==> src/rtl/usb_tx_pkg.sv <==
// Shared types and constants for the USB full-speed transmit encoder.
// Line states are encoded as {d_plus, d_minus}.
package usb_tx_pkg;

    typedef enum logic [2:0] {
        IDLE    = 3'd0,
        SYNC    = 3'd1,
        DATA    = 3'd2,
        EOP_SE0 = 3'd3,
        EOP_J   = 3'd4
    } tx_state_e;

    // SYNC pattern; sent LSB first, so the wire sees 0000_0001.
    localparam logic [7:0] SYNC_BYTE    = 8'h80;
    // Consecutive ones after which a zero is forced onto the wire.
    localparam int         STUFF_LIMIT  = 6;
    // Bit times of SE0 at the start of end-of-packet.
    localparam int         EOP_SE0_BITS = 2;

    localparam logic [1:0] LINE_J   = 2'b10;
    localparam logic [1:0] LINE_K   = 2'b01;
    localparam logic [1:0] LINE_SE0 = 2'b00;

    // NRZI: a 0 toggles between J and K, a 1 holds the current level.
    function automatic logic [1:0] nrzi_next(input logic [1:0] line, input logic bit_val);
        if (bit_val) begin
            return line;
        end
        return (line == LINE_J) ? LINE_K : LINE_J;
    endfunction

endpackage

==> src/rtl/usb_tx_bit_timer.sv <==
// Bit-time generator for the USB transmit encoder.
// Counts 0..CLKS_PER_BIT-1; o_bit_edge is high on the last clk of each bit
// time, i.e. the clk whose rising edge starts the next bit.
// i_clear holds the count at zero.
module usb_tx_bit_timer #(
    parameter int CLKS_PER_BIT = 8
) (
    input  logic clk,
    input  logic n_rst,
    input  logic i_clear,
    output logic o_bit_edge
);

    localparam int         CW   = $clog2(CLKS_PER_BIT);
    localparam logic [CW-1:0] LAST = CW'(CLKS_PER_BIT - 1);

    logic [CW-1:0] r_cnt;
    logic          w_wrap;

    assign w_wrap     = (r_cnt == LAST);
    assign o_bit_edge = w_wrap;

    // Free-running bit counter, wrapping at the end of each bit time.
    always_ff @(posedge clk or negedge n_rst) begin
        if (!n_rst) begin
            r_cnt <= '0;
        end else if (i_clear || w_wrap) begin
            r_cnt <= '0;
        end else begin
            r_cnt <= r_cnt + 1'b1;
        end
    end

endmodule

==> src/rtl/usb_tx_encoder.sv <==
// USB full-speed transmit encoder: SYNC, LSB-first byte serialisation,
// bit stuffing, NRZI onto d_plus/d_minus, then EOP (SE0 x2, J).
// Optional build macro USB_TX_ABORT_EN adds the tx_abort input, which ends
// a packet with eight unstuffed ones (a deliberate stuff error) before EOP.
//
// Byte handshake: tx_data is taken on a rising edge when tx_data_valid and
// tx_data_ready are both high in the preceding clk. tx_data_ready is only
// ever high in IDLE or on the final clk of a byte's last real data bit, so
// it reads as a one-clk pulse per accepted byte; tx_data_valid is ignored
// at all other times.
module usb_tx_encoder
    import usb_tx_pkg::*;
#(
    parameter int CLKS_PER_BIT = 8
) (
    input  logic       clk,
    input  logic       n_rst,
    input  logic [7:0] tx_data,
    input  logic       tx_data_valid,
`ifdef USB_TX_ABORT_EN
    input  logic       tx_abort,
`endif
    output logic       tx_data_ready,
    output logic       d_plus,
    output logic       d_minus,
    output logic       tx_busy,
    output logic       tx_done
);

    tx_state_e  r_state;
    logic [1:0] r_line;       // current {d_plus, d_minus}
    logic [7:0] r_byte;       // byte being serialised
    logic [2:0] r_bit_idx;    // index of the data/SYNC bit on the wire
    logic [2:0] r_ones_cnt;   // consecutive ones sent so far
    logic       r_is_stuff;   // wire currently carries a stuffed zero
    logic       r_more;       // next byte already loaded behind a stuff bit
    logic       r_eop_cnt;    // SE0 bit-time counter
    logic       r_busy;
    logic       r_done;
    logic       r_abort_req;  // abort seen, waiting for the next bit edge
    logic       r_aborting;   // sending the eight unstuffed ones

    logic w_edge;
    logic w_abort_in;
    logic w_in_pkt;
    logic w_abort_now;
    logic w_stuff_due;
    logic w_byte_end;
    logic w_accept;

`ifdef USB_TX_ABORT_EN
    assign w_abort_in = tx_abort;
`else
    assign w_abort_in = 1'b0;
`endif

    usb_tx_bit_timer #(
        .CLKS_PER_BIT (CLKS_PER_BIT)
    ) u_bit_timer (
        .clk        (clk),
        .n_rst      (n_rst),
        .i_clear    (r_state == IDLE),
        .o_bit_edge (w_edge)
    );

    assign w_in_pkt    = (r_state == SYNC) || (r_state == DATA);
    assign w_abort_now = (w_abort_in || r_abort_req) && w_in_pkt && !r_aborting;
    assign w_stuff_due = (r_ones_cnt == 3'(STUFF_LIMIT));
    // Last clk of a byte's bit 7 (a real data bit, never the stuff bit).
    assign w_byte_end  = (r_state == DATA) && w_edge && !r_is_stuff &&
                         (r_bit_idx == 3'd7) && !r_aborting && !w_abort_now;
    assign w_accept    = tx_data_valid && ((r_state == IDLE) || w_byte_end);

    assign tx_data_ready = w_accept;
    assign d_plus        = r_line[1];
    assign d_minus       = r_line[0];
    assign tx_busy       = r_busy;
    assign tx_done       = r_done;

    // Packet FSM: picks the next wire symbol at every bit edge.
    always_ff @(posedge clk or negedge n_rst) begin
        if (!n_rst) begin
            r_state     <= IDLE;
            r_line      <= LINE_J;
            r_byte      <= '0;
            r_bit_idx   <= '0;
            r_ones_cnt  <= '0;
            r_is_stuff  <= 1'b0;
            r_more      <= 1'b0;
            r_eop_cnt   <= 1'b0;
            r_busy      <= 1'b0;
            r_done      <= 1'b0;
            r_abort_req <= 1'b0;
            r_aborting  <= 1'b0;
        end else begin
            r_done <= 1'b0;
            if (w_abort_now && !w_edge) begin
                r_abort_req <= 1'b1;
            end
            case (r_state)
                IDLE: begin
                    if (tx_data_valid) begin
                        // First SYNC bit goes out on the accept edge.
                        r_byte      <= tx_data;
                        r_line      <= nrzi_next(LINE_J, SYNC_BYTE[0]);
                        r_ones_cnt  <= '0;
                        r_bit_idx   <= '0;
                        r_is_stuff  <= 1'b0;
                        r_more      <= 1'b0;
                        r_abort_req <= 1'b0;
                        r_aborting  <= 1'b0;
                        r_busy      <= 1'b1;
                        r_state     <= SYNC;
                    end
                end
                SYNC, DATA: begin
                    if (w_edge) begin
                        if (w_abort_now) begin
                            // First of eight held ones; stuffing is off from here.
                            r_aborting  <= 1'b1;
                            r_abort_req <= 1'b0;
                            r_bit_idx   <= '0;
                            r_is_stuff  <= 1'b0;
                            r_state     <= DATA;
                        end else if (r_aborting) begin
                            if (r_bit_idx == 3'd7) begin
                                r_line     <= LINE_SE0;
                                r_eop_cnt  <= 1'b0;
                                r_ones_cnt <= '0;
                                r_aborting <= 1'b0;
                                r_state    <= EOP_SE0;
                            end else begin
                                r_bit_idx <= r_bit_idx + 3'd1;
                            end
                        end else if (r_state == SYNC) begin
                            if (r_bit_idx == 3'd7) begin
                                r_line     <= nrzi_next(r_line, r_byte[0]);
                                r_ones_cnt <= r_byte[0] ? r_ones_cnt + 3'd1 : 3'd0;
                                r_bit_idx  <= '0;
                                r_state    <= DATA;
                            end else begin
                                r_line     <= nrzi_next(r_line, SYNC_BYTE[r_bit_idx + 3'd1]);
                                r_ones_cnt <= SYNC_BYTE[r_bit_idx + 3'd1] ? r_ones_cnt + 3'd1 : 3'd0;
                                r_bit_idx  <= r_bit_idx + 3'd1;
                            end
                        end else if (w_stuff_due) begin
                            // Stuffed zero; the data position does not advance.
                            r_line     <= nrzi_next(r_line, 1'b0);
                            r_ones_cnt <= '0;
                            r_is_stuff <= 1'b1;
                            if (w_accept) begin
                                r_byte <= tx_data;
                                r_more <= 1'b1;
                            end
                        end else if (r_bit_idx != 3'd7) begin
                            r_line     <= nrzi_next(r_line, r_byte[r_bit_idx + 3'd1]);
                            r_ones_cnt <= r_byte[r_bit_idx + 3'd1] ? r_ones_cnt + 3'd1 : 3'd0;
                            r_bit_idx  <= r_bit_idx + 3'd1;
                            r_is_stuff <= 1'b0;
                        end else if (w_accept) begin
                            r_byte     <= tx_data;
                            r_line     <= nrzi_next(r_line, tx_data[0]);
                            r_ones_cnt <= tx_data[0] ? r_ones_cnt + 3'd1 : 3'd0;
                            r_bit_idx  <= '0;
                            r_is_stuff <= 1'b0;
                        end else if (r_more) begin
                            r_line     <= nrzi_next(r_line, r_byte[0]);
                            r_ones_cnt <= r_byte[0] ? r_ones_cnt + 3'd1 : 3'd0;
                            r_bit_idx  <= '0;
                            r_is_stuff <= 1'b0;
                            r_more     <= 1'b0;
                        end else begin
                            r_line      <= LINE_SE0;
                            r_eop_cnt   <= 1'b0;
                            r_ones_cnt  <= '0;
                            r_is_stuff  <= 1'b0;
                            r_abort_req <= 1'b0;
                            r_state     <= EOP_SE0;
                        end
                    end
                end
                EOP_SE0: begin
                    if (w_edge) begin
                        if (r_eop_cnt == 1'(EOP_SE0_BITS - 1)) begin
                            r_line  <= LINE_J;
                            r_state <= EOP_J;
                        end else begin
                            r_eop_cnt <= r_eop_cnt + 1'b1;
                        end
                    end
                end
                EOP_J: begin
                    if (w_edge) begin
                        r_busy  <= 1'b0;
                        r_done  <= 1'b1;
                        r_state <= IDLE;
                    end
                end
                default: begin
                    r_line  <= LINE_J;
                    r_busy  <= 1'b0;
                    r_state <= IDLE;
                end
            endcase
        end
    end

endmodule

==> config.mk <==
export PLATFORM = sky130hd
export DESIGN_NAME = usb_tx_encoder
export DESIGN_NICKNAME = d
export VERILOG_FILES = /design/src/rtl/usb_tx_pkg.sv /design/src/rtl/usb_tx_bit_timer.sv /design/src/rtl/usb_tx_encoder.sv
export SDC_FILE = /design/constraint.sdc
export NUM_CORES = 1
export LEC_CHECK = 0
export CAP_MARGIN = 10
export CORE_MARGIN = 10
export CORE_UTILIZATION = 45
export CTS_BUF_LIST = sky130_fd_sc_hd__clkbuf_4 sky130_fd_sc_hd__clkbuf_8 sky130_fd_sc_hd__clkbuf_16
export DETAILED_ROUTE_END_ITERATION = 12
export DONT_BUFFER_PORTS = 1
export GPL_TIMING_DRIVEN = 0
export PLACE_DENSITY_LB_ADDON = 0.12
export SYNTH_ARGS = -nofsm -noshare
export SYNTH_HDL_FRONTEND = slang
export SYNTH_SLANG_ARGS = --single-unit
==> constraint.sdc <==
create_clock -name clk -period 5.7 [get_ports clk]
set_input_delay 1.14 -clock clk [delete_from_list [all_inputs] [get_ports clk]]
set_output_delay 1.14 -clock clk [all_outputs]
set_load 0.02 [all_outputs]
==> qor.txt, run 1 <==
outcome = complete, no violations
clk sinks = 29
Final ANT Viol Nets = 0
CTS tree = done
Flop pwr share = 31.2%
R2R depth = 9
drc violations = 0
Resized cells post-CTS = 0
Iteration-0 DRC Markers = 182
unrepaired setup endpoints after global routing = false
Area contributors post-synth = dfrtp_1 37%, nand2_1 7.9%, ha_1 4.6%
Ports = 16
vias in the first global route = 1701
P_int = 621 uW
Post-CTS Setup Inserts = 0
period utilization = 56.3%
first-pass GRT wire length = 8.25 mm
row count = 23
CTS buffer count = 5
initial core utilization = 47.0%
routed len/inst = 16.6 um
ANT cells = 0
Final Skew = 9.54 ps
Clock Latency Late Sink = 290 ps
Leak = 0.000919 uW
post-synthesis sequential area ratio = 38.1%
Fmax achieved = 311 MHz
Startpoint Class = flop
synthesized cell area = 1910 sq um
biggest area consumer among synthesized cells = dfrtp_1
crit path from = r_bit_idx[0]
CP required = 4560 ps
Cells after DPL = 277
Root Buffer = clkbuf_8
Max Cap Viol = 0
Final TNS setup = 0 ps
# hold bufs at CTS = 0
VDD IR max = 0.000246 V
Longest Clk Path Bufs = 2
layout cell share with drive strength beyond 1 = 12.3%
WL final = 4.75 mm
Slew HR = 49.7%
proportion of power drawn by the clock network = 16.4%
critical path type = flop to output pin
ys async rst share = 100%
final setup vio count = 0
critical path arrival = 2070 ps
Yosys cell types = 56
Total GRT Usage = 13.6%
Hold Crit Class = flop to flop
drt first pass iters = 6
switching pwr = 483 uW
Post-synth EDFFs = 0
Area Growth Syn to Fin = 8.07%
Non-Filler Instances = 285
Post-synth top flop = dfrtp_1
Worst Setup EP = tx_data_ready
Synthesis Warnings = 0
Comb power frac = 52.4%
Tightest Pin Transition = 746 ps
Sw Ratio = 43.8%
Die X = 85.1 um
largest net degree at the start of global routing = 30
hold_sp = u_bit_timer.r_cnt[0]
Hold Vio Cnt, Final = 0
Post-Syn Instances = 227
initial antenna violation count = 0
RD Place Congestion = 0.890
top post-synthesis cells by count = 40 x nand2_1, 28 x dfrtp_1, 18 x nor2_1, 10 x o21ai_0, 9 x inv_1
Die H = 85.1 um
PortBufs = 0
fin nets = 252
count leader, synth = nand2_1
Setup crit end kind = output pin
DIE AREA = 7240 sq um
RR Endpoint = r_line[1]
CP max FO = 10
minimum clock period = 3210 ps
CTS HTree Levels = 2
Pins Over Slew Limit = 0
Synth top area share = 36.7%
GRT overflow = 0
Pwr Density = 536 nW/um^2
syn_nets = 245
reg2reg setup slack = 3100 ps
reg-to-reg startpoint = r_bit_idx[0]
HPWL Detailed = 3.51 mm
Avg Cell Area, Syn = 8.40 sq um
CTS clk-pin slew, worst paths = 70 ps
DR vias = 1696
vias per cell = 5.95
Yosys reg bits = 29
Core Area = 4060 sq um
-- how the worst min path moves through the flow --
| stage | to | cells after the start | slack (ps) |
|---|---|---|---|
| 2_1_floorplan | u_bit_timer.r_cnt[0] | 1 | 410 |
| 3_3_place_gp | u_bit_timer.r_cnt[0] | 1 | 430 |
| 3_5_place_dp | u_bit_timer.r_cnt[0] | 1 | 430 |
| 4_1_cts | u_bit_timer.r_cnt[0] | 1 | 450 |
| 5_1_grt | u_bit_timer.r_cnt[0] | 1 | 470 |
| 6_report | u_bit_timer.r_cnt[0] | 1 | 450 |
-- placed cells by master, fill, tap and decap left out, drive strengths merged, types with 4 or more instances in the layout --
master  instances
nor2           19
ha              7
a211oi          5
mux2i           5
inv            11
nand3           5
mux2            5
o21ai          15
nor4            4
a21oi           8
dfrtp          28
clkbuf         16
nor3            8
nand2b          6
nand2          40
buf             6
-- metal layers --
layer	up-vias	share of wire (%)	GRT usage [%]	wire length, um
met2	49	47	21.6	2230
li1	823	-	-	-
met4	0	2.0	5.39	97
met3	10	5.4	2.68	258
met1	814	46	17.5	2160
met5	-	0	0	0
-- sequential cells by signal (all words and copies together), names as in the netlist --
name / cells
tx_done: 1
r_eop_cnt: 1
u_bit_timer.r_cnt: 3
r_is_stuff: 1
tx_busy: 1
r_bit_idx: 3
r_abort_req: 1
r_ones_cnt: 3
r_state: 3
r_more: 1
r_line: 2
r_aborting: 1
r_byte: 8
-- kinds of logic (layout without fill, tap and decap cells) --
| group | after synthesis | count (layout) | synth area share, % |
|---|---|---|---|
| mux | 10 | 10 | 5.77 |
| flops | 29 | 29 | 38.1 |
| fa+ha+maj | 7 | 7 | 4.59 |
| buf+inv | 26 | 34 | 5.91 |
| simple gates | 99 | 99 | 25.1 |
| compound gates | 56 | 56 | 20.5 |
-- worst max-delay path: stages (launching register included) --
cell,delay (ps)
dfrtp_1,430
ha_1,230
ha_1,190
and4bb_1,230
and3_1,200
o21ai_1,180
inv_2,100
buf_2,230
-- power by group through the flow --
| stage | Clock [uW] | Combinational (uW) | Sequential (uW) |
|---|---|---|---|
| floorplan | 0 | 459 | 332 |
| global placement | 0 | 571 | 348 |
| detailed placement | 0 | 571 | 348 |
| CTS | 184 | 575 | 345 |
| global route | 192 | 653 | 357 |
| finish | 181 | 579 | 344 |
-- metrics by stage --
| stage | total power, uW | hold slack, ps | cell area (sq um) | setup slack, ps | util [%] |
|---|---|---|---|---|---|
| global placement | 919 | 434 | 1970 | 2810 | 48.5 |
| floorplan | 791 | 415 | 1910 | 2970 | - |
| CTS | 1100 | 449 | 2060 | 2480 | 50.8 |
| detailed placement | 919 | 433 | 1970 | 2790 | 48.5 |
| finish | 1100 | 447 | 2060 | 2490 | 50.8 |
| global route | 1200 | 473 | 2060 | 2320 | 50.8 |
-- final cells by class --
cell class	count	area, sq um
fill	393	2000
multi-input combinational	172	1070
sequential	29	727
clock buffer	8	91.3
buffer	14	66.3
tap	50	62.6
inverter	12	46.3
No activity file was read; power rests on OpenSTA's default activity.
==> run 2: changes to the inputs <==
==> constraint.sdc (replaced) <==
create_clock -name clk -period 2.91 [get_ports clk]
set_input_delay 0.582 -clock clk [delete_from_list [all_inputs] [get_ports clk]]
set_output_delay 0.582 -clock clk [all_outputs]
set_load 0.02 [all_outputs]
==> run 2 against run 1 <==
- first-iteration DRC count increased by 11%
- die area unchanged
- non-clock buffer count increased by 1
- routed wire length increased by 1.6%
- clock-buffer cell count unchanged
- cell count increased by 0.35%
- setup slack got worse by 2200 ps
- sequential power increased by 96%
- global-route usage increased by 0.16 points
- sequential cell count unchanged
- sequential share of layout area decreased by 0.34 points
- largest cell class unchanged
==> qor.txt, run 2 (same netlist as run 1, synthesis figures left out) <==
CP required = 2330 ps (-2230 ps)
Die H = 85.1 um (unchanged)
vias in the first global route = 1694 (-0.41%)
VDD IR max = 0.000484 V (+97%)
initial core utilization = 47.0% (unchanged)
max reg flops = 8 (unchanged)
largest net degree at the start of global routing = 29 (-3.3%)
Core Area = 4060 sq um (unchanged)
Area Growth Syn to Fin = 9.12%
# hold bufs at CTS = 1 (+1)
Final Skew = 8.71 ps (-0.835 ps)
post-route cell area = 2080 sq um (+0.97%)
vias per cell = 5.93 (-0.35%)
Post-CTS Setup Inserts = 0 (unchanged)
CTS HTree Levels = 2 (unchanged)
routed len/inst = 16.9 um (+1.3%)
minimum clock period = 2650 ps
Worst path depth = 7 (unchanged)
PortBufs = 0 (unchanged)
CTS buffer count = 5 (unchanged)
fin nets = 253 (+0.40%)
most common cell after layout, fill and taps aside = nand2_1
Place WS = 317 ps (-2470 ps)
crit path from = r_bit_idx[0]
outcome = complete, no violations
Setup crit end kind = output pin
period utilization = 91.1%
Resized cells post-CTS = 0 (unchanged)
layout cell share with drive strength beyond 1 = 12.7% (+0.37 points)
Hold Crit Class = input pin to asynchronous set/reset pin
Final ANT Viol Nets = 0 (unchanged)
Clock Latency Late Sink = 280 ps (about the same)
Hold Vio Cnt, Final = 0 (unchanged)
Die X = 85.1 um (unchanged)
Max stage delay on crit path = 430 ps (about the same)
reg2reg setup slack = 310 ps (-2790 ps)
final setup vio count = 0 (unchanged)
Top reg by flops = r_byte
CTS clk-pin slew, worst paths = 70 ps (about the same)
Slew HR = 49.5% (-0.19 points)
HPWL Detailed = 3.51 mm (unchanged)
R2R depth = 9 (unchanged)
slowest CP cell = dfrtp_1
RR Endpoint = r_line[1]
drt first pass iters = 5 (-1)
Longest Clk Path Bufs = 2 (unchanged)
first-pass GRT wire length = 8.31 mm (+0.75%)
Worst Setup EP = tx_data_ready
row count = 23 (unchanged)
crit-path cells = ha_1 > ha_1 > and4bb_1 > and3_1 > o21ai_1 > inv_2 > buf_2
Max Cap Viol = 0 (unchanged)
Crit path buffers/inverters = 2 (unchanged)
WL final = 4.82 mm (+1.6%)
CP max FO = 10 (unchanged)
critical path type = flop to output pin
Root Buffer = clkbuf_8
Iteration-0 DRC Markers = 202 (+11%)
Startpoint Class = flop
RD Place Congestion = 0.890 (unchanged)
ANT cells = 0 (unchanged)
Worst path most repeated cell = ha_1
Leak = 0.000929 uW (+1.0%)
Worst Slack Setup Final = 258 ps (-2230 ps)
Pwr Density = 1040 nW/um^2 (+95%)
DR vias = 1696 (unchanged)
DIE AREA = 7240 sq um (unchanged)
drc violations = 0 (unchanged)
Finished Core Util = 51.3% (+0.49 points)
GRT overflow = 0 (unchanged)
Ports = 16 (unchanged)
Worst path top cell family by delay = simple AND/OR/NAND/NOR gates
reg-to-reg startpoint = r_bit_idx[0]
dpl cell area = 1970 sq um (unchanged)
Tightest Pin Transition = 749 ps (+2.80 ps)
initial antenna violation count = 0 (unchanged)
hold slack = 113 ps (-334 ps)
critical path arrival = 2070 ps (about the same)
most frequent cells in the layout = 40 x nand2_1, 28 x dfrtp_1, 18 x nor2_1
unrepaired setup endpoints after global routing = false
Final TNS setup = 0 ps (unchanged)
Total GRT Usage = 13.7% (+0.16 points)
Fmax achieved = 377 MHz
CTS tree = done
clk sinks = 29 (unchanged)
Pins Over Slew Limit = 0 (unchanged)
-- run 2: worst min-delay path by stage --
stage	start	to	slack [ps]	cells after the start
global route	n_rst	u_bit_timer.r_cnt[0]	120	1
floorplan	n_rst	r_abort_req	290	0
finish	n_rst	u_bit_timer.r_cnt[0]	110	1
global placement	n_rst	u_bit_timer.r_cnt[1]	290	0
detailed placement	n_rst	r_bit_idx[2]	290	0
CTS	n_rst	u_bit_timer.r_cnt[0]	120	1
-- run 2: layout make-up --
type | instances | area (sq um)
sequential | 29 | 727
tap | 50 | 62.6
multi-input combinational | 172 | 1070
clock buffer | 8 | 91.3
inverter | 12 | 46.3
timing repair buffer | 1 | 20.0
buffer | 14 | 66.3
fill | 391 | 1980
-- run 2: worst register-to-register path: stages, from the launching register on --
cell	delay [ps]
dfrtp_1	430
inv_1	100
ha_1	280
buf_2	170
mux2_1	330
or3_1	300
nand4_1	140
nor3_1	90
or3_1	390
mux2_4	310
-- run 2: metrics by stage --
| stage | cells | power, uW |
|---|---|---|
| 2_1_floorplan | 227 | 1550 |
| 3_3_place_gp | 277 | 1800 |
| 3_5_place_dp | 277 | 1800 |
| 4_1_cts | 286 | 2170 |
| 5_1_grt | 286 | 2370 |
| 6_report | 286 | 2170 |
-- run 2: routing by layer --
layer	share of wire, %	global-route usage, %
met5	0	0
met4	2.4	5.39
met3	5.7	2.68
met2	45	21.4
met1	47	18.1
-- run 2: where the power goes --
part | internal, uW | switching [uW] | total [uW]
Combinational | 471 | 673 | 1140
Clock | 198 | 156 | 354
Sequential | 551 | 122 | 673
Total | 1220 | 951 | 2170
